==> config.mk <==
export PLATFORM = sky130hd
export DESIGN_NAME = eth_tx_arbiter
export DESIGN_NICKNAME = d
export VERILOG_FILES = /design/src/rtl/eth_pkg.sv /design/src/rtl/rr_arbiter.sv /design/src/rtl/eth_tx_arbiter.sv
export SDC_FILE = /design/constraint.sdc
export NUM_CORES = 1
export LEC_CHECK = 0
export CORE_AREA = 2 2 122 124
export DETAILED_ROUTE_END_ITERATION = 8
export DIE_AREA = 0 0 124 126
export PLACE_DENSITY = 0.7
export SYNTH_ARGS = -nofsm -noshare
export SYNTH_HDL_FRONTEND = slang
export SYNTH_SLANG_ARGS = --single-unit
==> constraint.sdc <==
create_clock -name clk -period 1.8 [get_ports clk]
set_clock_uncertainty 0.1 [all_clocks]
set_input_delay 0.45 -clock clk [delete_from_list [all_inputs] [get_ports clk]]
set_output_delay 0.45 -clock clk [all_outputs]
set_load 0.02 [all_outputs]
==> src/rtl/eth_pkg.sv <==
// Shared Ethernet types and constants for the TX path.
package eth_pkg;

  typedef logic [47:0] mac_addr_t;
  typedef logic [15:0] ethertype_t;

  localparam ethertype_t ETHERTYPE_ARP  = 16'h0806;
  localparam ethertype_t ETHERTYPE_IPV4 = 16'h0800;
  localparam mac_addr_t  BROADCAST_MAC  = 48'hFFFF_FFFF_FFFF;

  typedef enum logic [1:0] {
    IDLE,
    ARB,
    PASS
  } arb_state_t;

endpackage

==> src/rtl/rr_arbiter.sv <==
// Round-robin priority encoder: first requester at or after the pointer,
// wrapping modulo N. Purely combinational.
module rr_arbiter
  import eth_pkg::*;
#(
  parameter int N  = 2,
  parameter int IW = (N > 1) ? $clog2(N) : 1
) (
  input  logic [N-1:0]  req,
  input  logic [IW-1:0] pointer,
  output logic [N-1:0]  gnt,
  output logic [IW-1:0] index
);

  // Walk the ports in rotated order and stop at the first request
  always_comb begin
    int   cand;
    logic found;
    gnt   = '0;
    index = '0;
    found = 1'b0;
    cand  = 0;
    for (int i = 0; i < N; i++) begin
      // Explicit wrap so non-power-of-two N never selects a missing port
      cand = int'(pointer) + i;
      if (cand >= N) cand = cand - N;
      for (int q = 0; q < N; q++) begin
        if (!found && (q == cand) && req[q]) begin
          gnt[q] = 1'b1;
          index  = IW'(q);
          found  = 1'b1;
        end
      end
    end
  end

endmodule

==> src/rtl/eth_tx_arbiter.sv <==
// Packet-level round-robin arbiter sharing one Ethernet TX stream between
// several protocol engines. One requester owns the output for a whole
// packet; its dst_mac/ethertype are latched on grant and held to tlast.
module eth_tx_arbiter
  import eth_pkg::*;
#(
  parameter int AXIS_BYTES = 4,
  parameter int NUM_PORTS  = 2
) (
  input  logic                              clk,
  input  logic                              sresetn,
  output logic [NUM_PORTS-1:0]              axis_i_tready,
  input  logic [NUM_PORTS-1:0]              axis_i_tvalid,
  input  logic [NUM_PORTS-1:0]              axis_i_tlast,
  input  logic [NUM_PORTS*AXIS_BYTES-1:0]   axis_i_tkeep,
  input  logic [NUM_PORTS*AXIS_BYTES*8-1:0] axis_i_tdata,
  input  logic [NUM_PORTS*48-1:0]           axis_i_dst_mac,
  input  logic [NUM_PORTS*16-1:0]           axis_i_ethertype,
  input  logic                              axis_o_tready,
  output logic                              axis_o_tvalid,
  output logic                              axis_o_tlast,
  output logic [AXIS_BYTES-1:0]             axis_o_tkeep,
  output logic [AXIS_BYTES*8-1:0]           axis_o_tdata,
  output logic [47:0]                       axis_o_dst_mac,
  output logic [15:0]                       axis_o_ethertype,
  output logic [NUM_PORTS-1:0]              grant_o
);

  localparam int IDX_W  = (NUM_PORTS > 1) ? $clog2(NUM_PORTS) : 1;
  localparam int DATA_W = AXIS_BYTES * 8;

  arb_state_t             state_q, state_d;
  logic [IDX_W-1:0]       ptr_q, gidx_q, arb_idx, next_ptr;
  logic [NUM_PORTS-1:0]   grant_q, arb_gnt;
  mac_addr_t              dst_mac_q, arb_mac;
  ethertype_t             ethertype_q, arb_etype;
  logic                   any_req, sel_valid, sel_last, last_hs;
  logic [AXIS_BYTES-1:0]  sel_keep;
  logic [DATA_W-1:0]      sel_data;

  assign any_req  = |axis_i_tvalid;
  assign next_ptr = (gidx_q == IDX_W'(NUM_PORTS - 1)) ? '0 : gidx_q + IDX_W'(1);
  assign last_hs  = (state_q == PASS) && sel_valid && axis_o_tready && sel_last;

  rr_arbiter #(
    .N  (NUM_PORTS),
    .IW (IDX_W)
  ) u_rr (
    .req     (axis_i_tvalid),
    .pointer (ptr_q),
    .gnt     (arb_gnt),
    .index   (arb_idx)
  );

  // Select the owner's beat and the arbitration winner's sideband
  always_comb begin
    sel_valid = 1'b0;
    sel_last  = 1'b0;
    sel_keep  = '0;
    sel_data  = '0;
    arb_mac   = '0;
    arb_etype = '0;
    for (int p = 0; p < NUM_PORTS; p++) begin
      if (grant_q[p]) begin
        sel_valid = axis_i_tvalid[p];
        sel_last  = axis_i_tlast[p];
        sel_keep  = axis_i_tkeep[p*AXIS_BYTES +: AXIS_BYTES];
        sel_data  = axis_i_tdata[p*DATA_W +: DATA_W];
      end
      if (arb_gnt[p]) begin
        arb_mac   = axis_i_dst_mac[p*48 +: 48];
        arb_etype = axis_i_ethertype[p*16 +: 16];
      end
    end
  end

  // State register
  always_ff @(posedge clk or negedge sresetn) begin
    if (!sresetn) state_q <= IDLE;
    else          state_q <= state_d;
  end

  // Next state and handshake outputs
  always_comb begin
    state_d       = state_q;
    axis_i_tready = '0;
    axis_o_tvalid = 1'b0;
    case (state_q)
      IDLE: if (any_req) state_d = ARB;
      ARB:  state_d = any_req ? PASS : IDLE;
      PASS: begin
        axis_o_tvalid = sel_valid;
        axis_i_tready = grant_q & {NUM_PORTS{axis_o_tready}};
        if (last_hs) state_d = any_req ? ARB : IDLE;
      end
      default: state_d = IDLE;
    endcase
  end

  // Grant, round-robin pointer and per-packet sideband latch
  always_ff @(posedge clk or negedge sresetn) begin
    if (!sresetn) begin
      ptr_q       <= '0;
      gidx_q      <= '0;
      grant_q     <= '0;
      dst_mac_q   <= '0;
      ethertype_q <= '0;
    end else if (state_q == ARB) begin
      grant_q <= arb_gnt;
      gidx_q  <= arb_idx;
      if (any_req) begin
        dst_mac_q   <= arb_mac;
        ethertype_q <= arb_etype;
      end
    end else if (last_hs) begin
      // The finished port drops to lowest priority for the next round
      grant_q <= '0;
      ptr_q   <= next_ptr;
    end
  end

  assign axis_o_tlast     = sel_last;
  assign axis_o_tkeep     = sel_keep;
  assign axis_o_tdata     = sel_data;
  assign axis_o_dst_mac   = dst_mac_q;
  assign axis_o_ethertype = ethertype_q;
  assign grant_o          = grant_q;

endmodule

# Word-level counts from Yosys, hierarchy flattened
# Index checks and enable logic that the tools add are counted.
dict set report classes {
  addsub 4
  order_cmp 2
  eq_ne 6
  mux 32
  bitwise 2
  reduce_logical 21
}
# cell n
set op_table {}
lappend op_table {{2-to-1 mux 32 bit} 4}
lappend op_table {{2-to-1 mux 48 bit} 2}
lappend op_table {{== test 2 x 32 -> 1 bit, first input constant} 2}
lappend op_table {{zero test 32 bit} 2}
lappend op_table {{greater-or-equal comparator 32 x 3 -> 1 bit, second input constant} 1}
lappend op_table {{2-to-1 mux 16 bit} 2}
lappend op_table {{subtractor 32 x 3 -> 32 bit, second input constant} 1}
lappend op_table {{2-to-1 mux 1 bit} 15}
lappend op_table {{2-to-1 mux 2 bit} 6}
lappend op_table {{logical AND 1 bit} 10}
lappend op_table {{2-to-1 mux 4 bit} 2}
lappend op_table {{one-hot mux 2 bit (3 select lines)} 1}
lappend op_table {{AND reduction 2 bit} 3}
lappend op_table {{inequality test 2 bit, second input constant} 2}
lappend op_table {{zero test 1 bit} 3}
lappend op_table {{subtractor 1 x 2 -> 3 bit, second input constant} 1}
lappend op_table {{adder 1 x 1 -> 2 bit, second input constant} 1}
lappend op_table {{AND 2 bit} 1}
lappend op_table {{== test 2 x 1 -> 1 bit, second input constant} 1}
lappend op_table {{== test 2 bit, second input constant} 1}
lappend op_table {{greater-or-equal comparator 1 x 2 -> 1 bit, second input constant} 1}
lappend op_table {{zero test 2 bit} 1}
lappend op_table {{nonzero test 2 bit} 1}
lappend op_table {{OR reduction 2 bit} 1}
lappend op_table {{2 further kinds} 2}
dict set report totals {
  ff_bits 70
  input_bits 207
  out_inout_bits 106
  elab_cells 73
}

# Longest topological paths before layout
dict set report depth {
  word_depth 18
  depth_mapped 6
  depth_no_buf 3
}

# By module
# Synthesis repeated with hierarchy kept, for this count alone.
dict set report unflattened {
  cells_unflattened 298
  hier_area_um2 3993.8
}
# mod n_inst cells_each area_each_um2 seq_area_each_um2
set by_module_without_submodules {}
lappend by_module_without_submodules {eth_tx_arbiter 1 294 3963.8 1751.7}
lappend by_module_without_submodules {rr_arbiter 1 4 30.0 0.0}

# Worst setup path after synthesis
# OpenSTA, ideal clock, no wires.
dict set report synth_timing {
  path_kind {flip-flop to output port}
  from {register grant_q[0], in the netlist grant_o[0]}
  to {output axis_o_tdata[0]}
  t_arrival_ns 1.352
  required_ns 1.250
  path_slack_ns -0.102
  path_stages_with_launch 5
  n_path_buf 2
  cell_sequence {dfrtp_1 -> nor2b_1 -> clkbuf_1 -> buf_2 -> a22o_1}
}
dict set report synth_between {
  elab_chain_cells 2
}
# element line
set synth_rtl {}
lappend synth_rtl {{from (decl)} eth_tx_arbiter.sv:34} ;# logic [NUM_PORTS-1:0] grant_q, arb_gnt;
lappend synth_rtl {{from (signal assigned)} eth_tx_arbiter.sv:109} ;# grant_q <= arb_gnt;
lappend synth_rtl {{2-to-1 mux 32 bit (2 in a row)} eth_tx_arbiter.sv:64} ;# if (grant_q[p]) begin
lappend synth_rtl {{to (decl)} eth_tx_arbiter.sv:23} ;# output logic [AXIS_BYTES*8-1:0] axis_o_tdata,
# No other way between the ends.

# Final worst setup path
dict set report layout_timing {
  from {register grant_q[0], in the netlist grant_o[0]}
  to {output axis_o_tdata[22]}
}
# Same word-level chain as after synthesis.

==> impl_metrics.toml <==
[placed_design]
dpl.hpwl_microns = 11300
portBuffers = 312
place.gp.congestion = 0.911
pre_cts_ws_ns = -0.559
dp_cells = 792
place_area_sq_mm = 0.00750

[sta]
fmax_mhz = 486
min_period_ns = 2.06
report.final.hold_viol_count = 0
relSlewSlack_pct = 62.6
slew_violations = 0
worst_slack_ns = -0.258
rsz0062_at_grt = "yes"
setup_violations = 39
worstMarginPinSlew_ns = 0.560
final.period_utilization_pct = 114

[synth]
synthCells = 310
ys_types = 29
synth_fa_ha_area_share_pct = 0
synth_top_family_by_area = "compound AO/OA/AOI/OAI gates"
synthArstFlopShare_pct = 100
synth_top_area_share_pct = 43.5
synth_nets = 517
synth_seq_cells = 70
synth.area.mux_share_pct = 21.0
synth_area_leaders = "dfrtp_1 (44%), a32o_1 (16%), mux2_4 (11%)"
seq_area_frac_synth_pct = 43.5
synth-edff-count = 0
syn_area_per_cell_sq_um = 13.0
ys_warn_count = 0
post-synth-top-area-cell = "dfrtp_1"
synth_xor_area_share_pct = 0
synth_area_sq_mm = 0.00402
synth_compound_area_share_pct = 25.7
synth-main-ff-cell = "dfrtp_1"
synthSimpleGateAreaFrac_pct = 3.05

[clocking]
path_clk_slew_ns = 0.06
clock_path_buffers = 2
cts_made_buffers = 9
htreeDepth = 3
cts_root_buf = "clkbuf_16"
cts_sinks = 70
cts_tree = "built"
postCtsHoldBufs = 0
clk_latency_ns = 0.33

[final_layout]
layout_commonest_cell = "clkdlybuf4s50_1"
final_cell_mix = "clkdlybuf4s50_1 (200), dfrtp_1 (68), dlygate4sd2_1 (68)"
syn2layout_area_growth_pct = 106
layoutNonFillerInstCount = 832
final_layout_size_suffix_gt1_share_pct = 30.4
fillCellCount = 1221
final_area_sq_mm = 0.00827
fin_nets = 850

[critical_path]
cpMaxStageDelayCell = "dfrtp_2"
required_ns = 1.25
crit_path_max_incr_delay_ns = 0.40
arrival_ns = 1.51
path_class = "reg -> out"
crit_chain = "nor2b_4, buf_12, clkbuf_16, a22o_4, buf_6"
worstSetupEndpointType = "output pin"
crit_path_start_kind = "flip-flop"
cp_max_fo = 8

[detailed_routing]
drc = 0
drt_wl_total_microns = 16200
first_pass_iters = 5
final_antenna_net_count = 0
dr.first_iter.drc_count = 150
wl_per_cell_microns = 19.5
avgViaCountPerCell = 5.01
vias = 4169

[global_route]
grt_pass1_vias = 4511
grt_max_degree = 71
gr-total-overflow = 0
antenna_found_initial = 1
grt_pass1_wl_microns = 23700
grtUsageTotal_pct = 19.7

[floorplanning]
die_height_microns = 126
core_area_sq_mm = 0.0143
rows = 44
start_util_pct = 28.1
die_area_sq_mm = 0.0156
top_level_ports = 313
die_x_microns = 124

[power]
p_per_area_mw_per_mm2 = 1560
ir_drop_mv = 0.632
p_leak_nw = 3.67

[status]
violations = "setup timing"
outcome = "finished with violations"

[job]
maxCapViolCount = 0

[min_path]
hold_path_class = "in -> async"
[worst max-delay path: cells and delay by family (launching register included)]
kind / cells / cell delay [ns]
compound gates: 1 / 0.22
simple gates: 1 / 0.14
flops: 1 / 0.40
buf+inv: 3 / 0.43
[flip-flops by register name, summed over array words and instances (netlist names)]
register and flops:
axis_o_dst_mac 48, grant_o 2, state_q 2, axis_o_ethertype 16, ptr_q 1, gidx_q 1
[cells in the mapped netlist (3+ instances only)]
cell type	number
buf_6	12
a21oi_1	3
buf_2	12
a22o_1	35
buf_4	3
o21ai_0	3
a32o_1	64
mux2_2	34
mux2_4	30
nor2_1	5
dfrtp_1	70
inv_1	3
nand2_1	7
clkbuf_1	10
[per-layer routing]
metal / up-vias / global-route usage [%] / wire length [microns]
met5: - / 0 / 0
met4: 0 / 8.66 / 489
met3: 37 / 5.53 / 1350
met2: 184 / 34.1 / 8090
met1: 2020 / 22.4 / 6290
li1: 1928 / - / -
[metrics by stage]
step / hold slack [ns] / utilization [%] / power [mW] / TNS (ns)
after global routing: 0.0578 / 57.8 / 13.5 / -10.39
final: 0.0331 / 57.8 / 12.9 / -8.28
after floorplan: 0.0544 / - / 6.89 / -1.17
after CTS: 0.0484 / 56.7 / 12.7 / -8.47
after detailed placement: 0.347 / 52.4 / 10.3 / -41.44
after global placement: 0.340 / 52.4 / 10.1 / -41.21
[worst paths after layout]
check                           start             endpoint  slack (ns)  cells past startpoint
max in group asynchronous     sresetn           state_q[0]        1.24                      2
min                           sresetn  axis_o_ethertype[5]        0.03                      2
max                        grant_o[0]     axis_o_tdata[22]       -0.26                      5
min in group clk               gidx_q                ptr_q        0.35                      1
max reg2reg                state_q[1]  axis_o_ethertype[2]        0.08                      7
min reg2reg                    gidx_q                ptr_q        0.35                      1
[final cells by class]
type                            instances  area, sq um  area share [%]
Inverter                                3         11.3           0.136
Sequential cell                        70         1750            21.2
Clock buffer                           10          239            2.89
Timing Repair Buffer                  360         3780            45.7
Clock inverter                          5         82.6           0.999
Antenna cell                            1         2.50          0.0303
Multi-Input combinational cell        199         2170            26.2
Tap cell                              184          230            2.78
[cells by family (layout without fill, tap and decap cells)]
group | after synthesis | count (layout)
simple gates | 23 | 23
buf+inv | 41 | 378
other cells | 0 | 1
compound gates | 111 | 111
mux | 65 | 65
flops | 70 | 70
[where the power goes]
group / switching [mW] / total (mW) / internal [mW]
Sequential: 0.390 / 2.70 / 2.31
Clock: 0.670 / 1.92 / 1.25
Combinational: 3.77 / 8.26 / 4.49
Total: 4.83 / 12.9 / 8.05
[repair_timing]
item / CTS / global route
pin swaps: 5 / 9
gates resized for setup: 326 / 28
setup endpoints to repair: 162 / 81
gates cloned: 7 / 3
setup buffers: 8 / 9
Power figures use the tool's default switching activity.
